--- config.mk ---
export PLATFORM = sky130hd
export DESIGN_NAME = fm_demod
export DESIGN_NICKNAME = d
export VERILOG_FILES = /design/src/rtl/fm_demod.sv
export SDC_FILE = /design/constraint.sdc
export NUM_CORES = 2
export LEC_CHECK = 0
export BUFFER_PORTS_ARGS = -buffer_cell sky130_fd_sc_hd__buf_2
export CAP_MARGIN = 20
export CORE_MARGIN = 2
export CORE_UTILIZATION = 50
export DETAILED_ROUTE_END_ITERATION = 7
export HOLD_SLACK_MARGIN = 0.1
export PLACE_DENSITY_LB_ADDON = 0.3
export SLEW_MARGIN = 20
export SYNTH_ARGS = -nofsm -noshare
export SYNTH_HDL_FRONTEND = slang
export SYNTH_SLANG_ARGS = --single-unit
--- constraint.sdc ---
create_clock -name i_clk -period 13.4 [get_ports i_clk]
set_clock_uncertainty 0.05 [all_clocks]
set_input_delay 2.68 -clock i_clk [delete_from_list [all_inputs] [get_ports i_clk]]
set_output_delay 2.68 -clock i_clk [all_outputs]
set_load 0.1 [all_outputs]
--- src/rtl/fm_demod.sv ---
// fm_demod: quadrature-discriminator FM receiver.
//
// Recovers audio from complex baseband I/Q by cross-multiplying each sample
// with its predecessor (prev_i*cur_q - prev_q*cur_i), then applies a signed
// gain with saturation and a magnitude squelch with hysteresis.
//
// Ports:
//   i_clk, i_reset_n     clock, asynchronous active-low reset
//   i_ce, i_i, i_q       input sample strobe and signed I/Q sample
//   i_wb_*               Wishbone slave (cyc, stb, we, addr, data, sel)
//   o_wb_stall/ack/data  Wishbone response (stall tied low, ack one clock later)
//   o_ce, o_audio        audio strobe (4 clocks after i_ce) and signed audio
//   o_sq_open            squelch state (1 = open)
//
// Register map: 0 CONTROL {flush[31], sq_en[30], gain[15:0]},
//               1 THRESH, 2 STATUS {open, sat sticky, audio}, 3 DISC.
//
// Bus handshake: there is no backpressure. Every cycle with i_wb_stb high is
// a complete transfer (i_wb_cyc is not qualified); o_wb_ack follows one clock
// later with registered read data.
module fm_demod #(
    parameter int IW        = 12,
    parameter int OW        = 16,
    parameter int GAIN_BITS = 16,
    parameter int SHIFT     = 4,
    parameter int SQ_COUNT  = 16
) (
    input  logic          i_clk,
    input  logic          i_reset_n,
    input  logic          i_ce,
    input  logic [IW-1:0] i_i,
    input  logic [IW-1:0] i_q,
    input  logic          i_wb_cyc,
    input  logic          i_wb_stb,
    input  logic          i_wb_we,
    input  logic [1:0]    i_wb_addr,
    input  logic [31:0]   i_wb_data,
    input  logic [3:0]    i_wb_sel,
    output logic          o_wb_stall,
    output logic          o_wb_ack,
    output logic [31:0]   o_wb_data,
    output logic          o_ce,
    output logic [OW-1:0] o_audio,
    output logic          o_sq_open
);
    localparam int MW = 2*IW + 1;           // exact product / discriminator width
    localparam int PW = MW + GAIN_BITS;     // gain product width
    localparam int SH = PW - OW - SHIFT;    // right shift before saturation
    localparam int CW = (SQ_COUNT > 1) ? $clog2(SQ_COUNT) : 1;
    localparam logic signed [PW-1:0] MAXV = (PW'(1) <<< (OW-1)) - PW'(1);
    localparam logic signed [PW-1:0] MINV = ~MAXV;

    typedef enum logic {SQ_CLOSED = 1'b0, SQ_OPEN = 1'b1} sq_state_t;

    logic signed [IW-1:0]        r_cur_i, r_cur_q, r_prev_i, r_prev_q;
    logic                        r_v1, r_v2, r_v3;
    logic signed [MW-1:0]        r_p1, r_p2, r_disc;
    logic        [MW-1:0]        r_mag2, r_mag3;
    logic signed [GAIN_BITS-1:0] r_gain;
    logic                        r_sq_en;
    logic        [MW-1:0]        r_thresh;
    logic                        r_sat;
    sq_state_t                   r_sq_state, w_sq_next;
    logic        [CW-1:0]        r_sq_cnt, w_sq_cnt_next;

    logic                        w_wr, w_rd, w_flush;
    logic signed [MW-1:0]        w_p1, w_p2, w_mag;
    logic signed [PW-1:0]        w_prod, w_shift;
    logic                        w_hi, w_lo, w_sat, w_mag_ok, w_toward;
    logic        [OW-1:0]        w_audio_sat;
    logic        [31:0]          w_rdata;
    logic        [15:0]          w_gain_rd, w_audio_rd;
    logic                        w_unused;

    assign w_unused   = ^{i_wb_cyc, i_wb_sel, i_wb_data};
    assign o_wb_stall = 1'b0;
    assign o_sq_open  = (r_sq_state == SQ_OPEN);

    assign w_wr    = i_wb_stb & i_wb_we;
    assign w_rd    = i_wb_stb & ~i_wb_we;
    assign w_flush = w_wr & (i_wb_addr == 2'd0) & i_wb_data[31];

    // S2 arithmetic: exact signed products, sign-extended before multiplying.
    assign w_p1  = MW'(r_prev_i) * MW'(r_cur_q);
    assign w_p2  = MW'(r_prev_q) * MW'(r_cur_i);
    assign w_mag = MW'(r_cur_i) * MW'(r_cur_i) + MW'(r_cur_q) * MW'(r_cur_q);

    // S4 arithmetic: arithmetic shift floors toward minus infinity.
    assign w_prod      = PW'(r_disc) * PW'(r_gain);
    assign w_shift     = w_prod >>> SH;
    assign w_hi        = (w_shift > MAXV);
    assign w_lo        = (w_shift < MINV);
    assign w_sat       = w_hi | w_lo;
    assign w_audio_sat = w_hi ? MAXV[OW-1:0] : (w_lo ? MINV[OW-1:0] : w_shift[OW-1:0]);

    assign w_mag_ok = (r_mag3 >= r_thresh);
    // A sample counts toward a transition when it disagrees with the current state.
    assign w_toward = (r_sq_state == SQ_CLOSED) ? w_mag_ok : ~w_mag_ok;

    // Pipeline stages S1..S3. A flush kills every in-flight sample, including
    // one arriving in the same cycle.
    always_ff @(posedge i_clk or negedge i_reset_n) begin
        if (!i_reset_n) begin
            r_v1 <= 1'b0; r_v2 <= 1'b0; r_v3 <= 1'b0;
            r_cur_i <= '0; r_cur_q <= '0; r_prev_i <= '0; r_prev_q <= '0;
            r_p1 <= '0; r_p2 <= '0; r_mag2 <= '0;
            r_disc <= '0; r_mag3 <= '0;
        end else begin
            r_v1 <= i_ce & ~w_flush;
            r_v2 <= r_v1 & ~w_flush;
            r_v3 <= r_v2 & ~w_flush;
            if (w_flush) begin
                r_cur_i <= '0; r_cur_q <= '0; r_prev_i <= '0; r_prev_q <= '0;
            end else if (i_ce) begin
                r_prev_i <= r_cur_i;
                r_prev_q <= r_cur_q;
                r_cur_i  <= i_i;
                r_cur_q  <= i_q;
            end
            if (r_v1) begin
                r_p1   <= w_p1;
                r_p2   <= w_p2;
                r_mag2 <= w_mag;
            end
            if (r_v2) begin
                r_disc <= r_p1 - r_p2;
                r_mag3 <= r_mag2;
            end
        end
    end

    // Squelch FSM: next state and hysteresis counter.
    always_comb begin
        w_sq_next     = r_sq_state;
        w_sq_cnt_next = r_sq_cnt;
        if (w_flush) begin
            w_sq_next     = SQ_CLOSED;
            w_sq_cnt_next = '0;
        end else if (!r_sq_en) begin
            w_sq_next     = SQ_OPEN;
            w_sq_cnt_next = '0;
        end else if (r_v3) begin
            if (w_toward) begin
                if (r_sq_cnt == CW'(SQ_COUNT - 1)) begin
                    w_sq_next     = (r_sq_state == SQ_CLOSED) ? SQ_OPEN : SQ_CLOSED;
                    w_sq_cnt_next = '0;
                end else begin
                    w_sq_cnt_next = r_sq_cnt + CW'(1);
                end
            end else begin
                w_sq_cnt_next = '0;
            end
        end
    end

    // S4 output stage, squelch state register and saturation sticky.
    always_ff @(posedge i_clk or negedge i_reset_n) begin
        if (!i_reset_n) begin
            o_ce       <= 1'b0;
            o_audio    <= '0;
            r_sq_state <= SQ_CLOSED;
            r_sq_cnt   <= '0;
            r_sat      <= 1'b0;
        end else begin
            o_ce       <= r_v3 & ~w_flush;
            r_sq_state <= w_sq_next;
            r_sq_cnt   <= w_sq_cnt_next;
            if (r_v3 && !w_flush)
                o_audio <= (w_sq_next == SQ_OPEN) ? w_audio_sat : '0;
            // A saturation in the same clock as the clearing read wins.
            if (r_v3 && !w_flush && w_sat)
                r_sat <= 1'b1;
            else if (w_rd && i_wb_addr == 2'd2)
                r_sat <= 1'b0;
        end
    end

    assign w_gain_rd  = 16'(r_gain);
    assign w_audio_rd = 16'($signed(o_audio));

    always_comb begin
        w_rdata = '0;
        case (i_wb_addr)
            2'd0: w_rdata = {1'b0, r_sq_en, 14'd0, w_gain_rd};
            2'd1: w_rdata = 32'(r_thresh);
            2'd2: w_rdata = {o_sq_open, r_sat, 14'd0, w_audio_rd};
            2'd3: w_rdata = 32'(r_disc);
            default: w_rdata = '0;
        endcase
    end

    // Register file and bus response.
    always_ff @(posedge i_clk or negedge i_reset_n) begin
        if (!i_reset_n) begin
            o_wb_ack  <= 1'b0;
            o_wb_data <= '0;
            r_gain    <= GAIN_BITS'(16'h0100);
            r_sq_en   <= 1'b0;
            r_thresh  <= '0;
        end else begin
            o_wb_ack <= i_wb_stb;
            if (w_rd)
                o_wb_data <= w_rdata;
            if (w_wr) begin
                case (i_wb_addr)
                    2'd0: begin
                        r_gain  <= i_wb_data[GAIN_BITS-1:0];
                        r_sq_en <= i_wb_data[30];
                    end
                    2'd1: r_thresh <= i_wb_data[MW-1:0];
                    default: ;
                endcase
            end
        end
    end
endmodule

==> results.cfg <==
[status]
status = complete, no violations

[route]
drtIter0Drc = 2182
final_antenna_net_count = 0
dr.pass1.iters = 6
via_count = 32200
avgViaCountPerCell = 5.30
wl_per_cell_um = 18.5
route.detailed.drc = 0
wirelength_mm = 112

[floorplan]
start_util_pct = 50.3
die_area_um2 = 96100
die_w_um = 310
row_count = 112
top_level_ports = 120
core_um2 = 93000
fp.dieH_um = 310

[yosys]
synth_top_area_share_pct = 40.9
syn_nets = 6174
synth.distinct_cells = 77
synth_xor_area_share_pct = 2.11
synth_edf_count = 0
synth_top_family_by_area = adder cells
seq_area_frac_synth_pct = 14.3
yosysTopAreaCell = fa_1
syn_area_um2 = 46800
ys_warn_count = 0
async_reset_ff_share_pct = 100
synth_compound_area_share_pct = 4.97
synthFlopType = dfrtp_1
ys_ff_latch = 268
yosys.area_share.simple_pct = 12.8
syn_avg_cell_area_um2 = 9.74
synth_mux_area_share_pct = 4.77
syn_inst = 4806
yosys.area_share.adder_pct = 50.1
synth.area.top_cells = fa_1 41%, dfrtp_1 14%, ha_1 9.2%

[place]
hpwl_mm = 88.4
gp_congestion = 0.907
placed_cells = 6011
place_area_um2 = 48600
io_buffers = 108

[cts]
cts_tree = done
cts-resized-gates = 0
cts_setup_buffers = 0
insertion_delay_ns = 0.60
clock-sinks = 268
clk_transition_reported_paths_ns = 0.06
root_buffer = clkbuf_16
cts_made_buffers = 35
postCtsHoldBufs = 0
htreeDepth = 2
cts_buffer_depth = 3

[critical_path]
startpoint_type = flip-flop
critPathArrivalTime_ns = 9.02
r2r_slack_ns = 4.85
cp-end-kind = flip-flop
rr_worst_depth = 25
cp.required_ns = 13.87
r2r_end = o_audio[0]
cp_slowest_cell = nor3b_2
critPathMaxFanout = 15
crit_top_cell = fa_1
rr_startpoint = r_gain[1]
max_stage_delay_ns = 0.89
critical_path_class = reg2reg

[timing]
fin_crit_sh_pct = 63.8
rsz0062_at_grt = false
hold_viol_final = 0
setup_viol = 0
fmax_mhz = 117
fin_crit_ns = 8.55
slew_headroom_pct = 21.4
drv_slew = 0
worst_slew_pin_slew_ns = 1.17
setup-tns-final_ns = 0

[min_path]
min-delay-start = o_wb_data[1]
worstHoldPathCells = 2
hold-path-endpoint = o_wb_data[1]
hp-class = reg2reg

[finish]
fin_util_pct = 53.4
area_delta_synth_final_pct = 6.26
final_common_cell = inv_1
design_area_um2 = 49700
final_cell_mix = 1130 x inv_1, 956 x fa_1, 541 x nand2_1
layout-drive-gt1-share_pct = 7.85
nFillCells = 8481
instances_no_fill = 6072
antenna_cells = 0
nNetsFinal = 6162
regArea_um2 = 6710
multiInputGateArea_um2 = 35000

[global_route]
grt_pass1_vias = 35100
grt_pass1_wl_mm = 189
grt_max_degree = 100
grt_use_total_pct = 25.2
antenna_found_initial = 3
grt_overflow = 0

[job]
max_cap_viol_count = 0
-- metrics by stage --
stage          hold WS, ns  setup WS (ns)
3_3_place_gp         0.406           5.20
4_1_cts              0.422           4.99
3_5_place_dp         0.408           5.05
2_1_floorplan        0.396           6.48
5_1_grt              0.445           4.48
6_report             0.417           4.85
-- worst max-delay path, delay by kind of cell (launching register included) --
kind | cells | cell delay [ns]
adder cells (fa/ha/maj) | 7 | 3.41
AO/OA/AOI/OAI | 8 | 2.17
AND/OR/NAND/NOR | 4 | 1.34
flip-flops | 1 | 0.82
buffers and inverters | 6 | 0.67
-- cell families after synthesis --
logic type                 count (synthesis)
other                                      1
AOI/OAI and AO/OA                        345
xor gates and xnor gates                 113
and+or+nand+nor                         1240
buffers and inverters                   1350
DFF                                      268
muxes                                    189
adders and majority gates               1300
-- cells in the mapped netlist (all sizes together), types with 15 or more instances --
library cell     n
inv           1130
fa             956
nand2          541
and2           348
ha             344
dfrtp          267
clkbuf         203
nor2           150
mux2           110
o21ai           92
xnor2           91
a21oi           74
mux2i           63
nand2b          41
nor3            37
a21o            34
nand3           27
nor2b           22
xor2            22
a211oi          17
nand4           17
mux4            16
or3             16
a221o           15
buf             15
-- sequential cells by signal, summed over array words and instances (netlist names), 24 cells and up --
register   flops
r_p1          24
r_p2          24
r_mag3        25
o_wb_data     28
r_thresh      25
r_disc        25
r_mag2        25
-- routing by layer --
metal | up-vias | part of all wire (%) | GRT usage [%]
met3 | 219 | 6.2 | 3.31
met2 | 965 | 47 | 41.2
met4 | 2 | 4.9 | 10.5
met5 | - | 0.012 | 0
met1 | 16600 | 42 | 34.2
li1 | 14400 | - | -
-- final cells by class --
cell class	count	area share, %
Clock inverter	14	0.365
Clock buffer	47	2.01
Inverter	1132	8.54
Timing Repair Buffer	169	2.03
Sequential cell	268	13.5
Multi-Input combinational cell	3188	70.4
Tap cell	1254	3.15
-- worst max path at each step --
stage,to,slack (ns),from
after floorplan,o_audio[12],6.48,r_gain[8]
after global placement,o_audio[0],5.20,r_gain[1]
after detailed placement,o_audio[0],5.05,r_gain[1]
after CTS,o_audio[0],4.99,r_gain[1]
after global routing,o_audio[8],4.48,r_gain[1]
final,o_audio[0],4.85,r_gain[1]
Power is left out: the tool's default activity adds up to more than one toggle a clock period on the data nets, which glitch-free logic cannot reach.
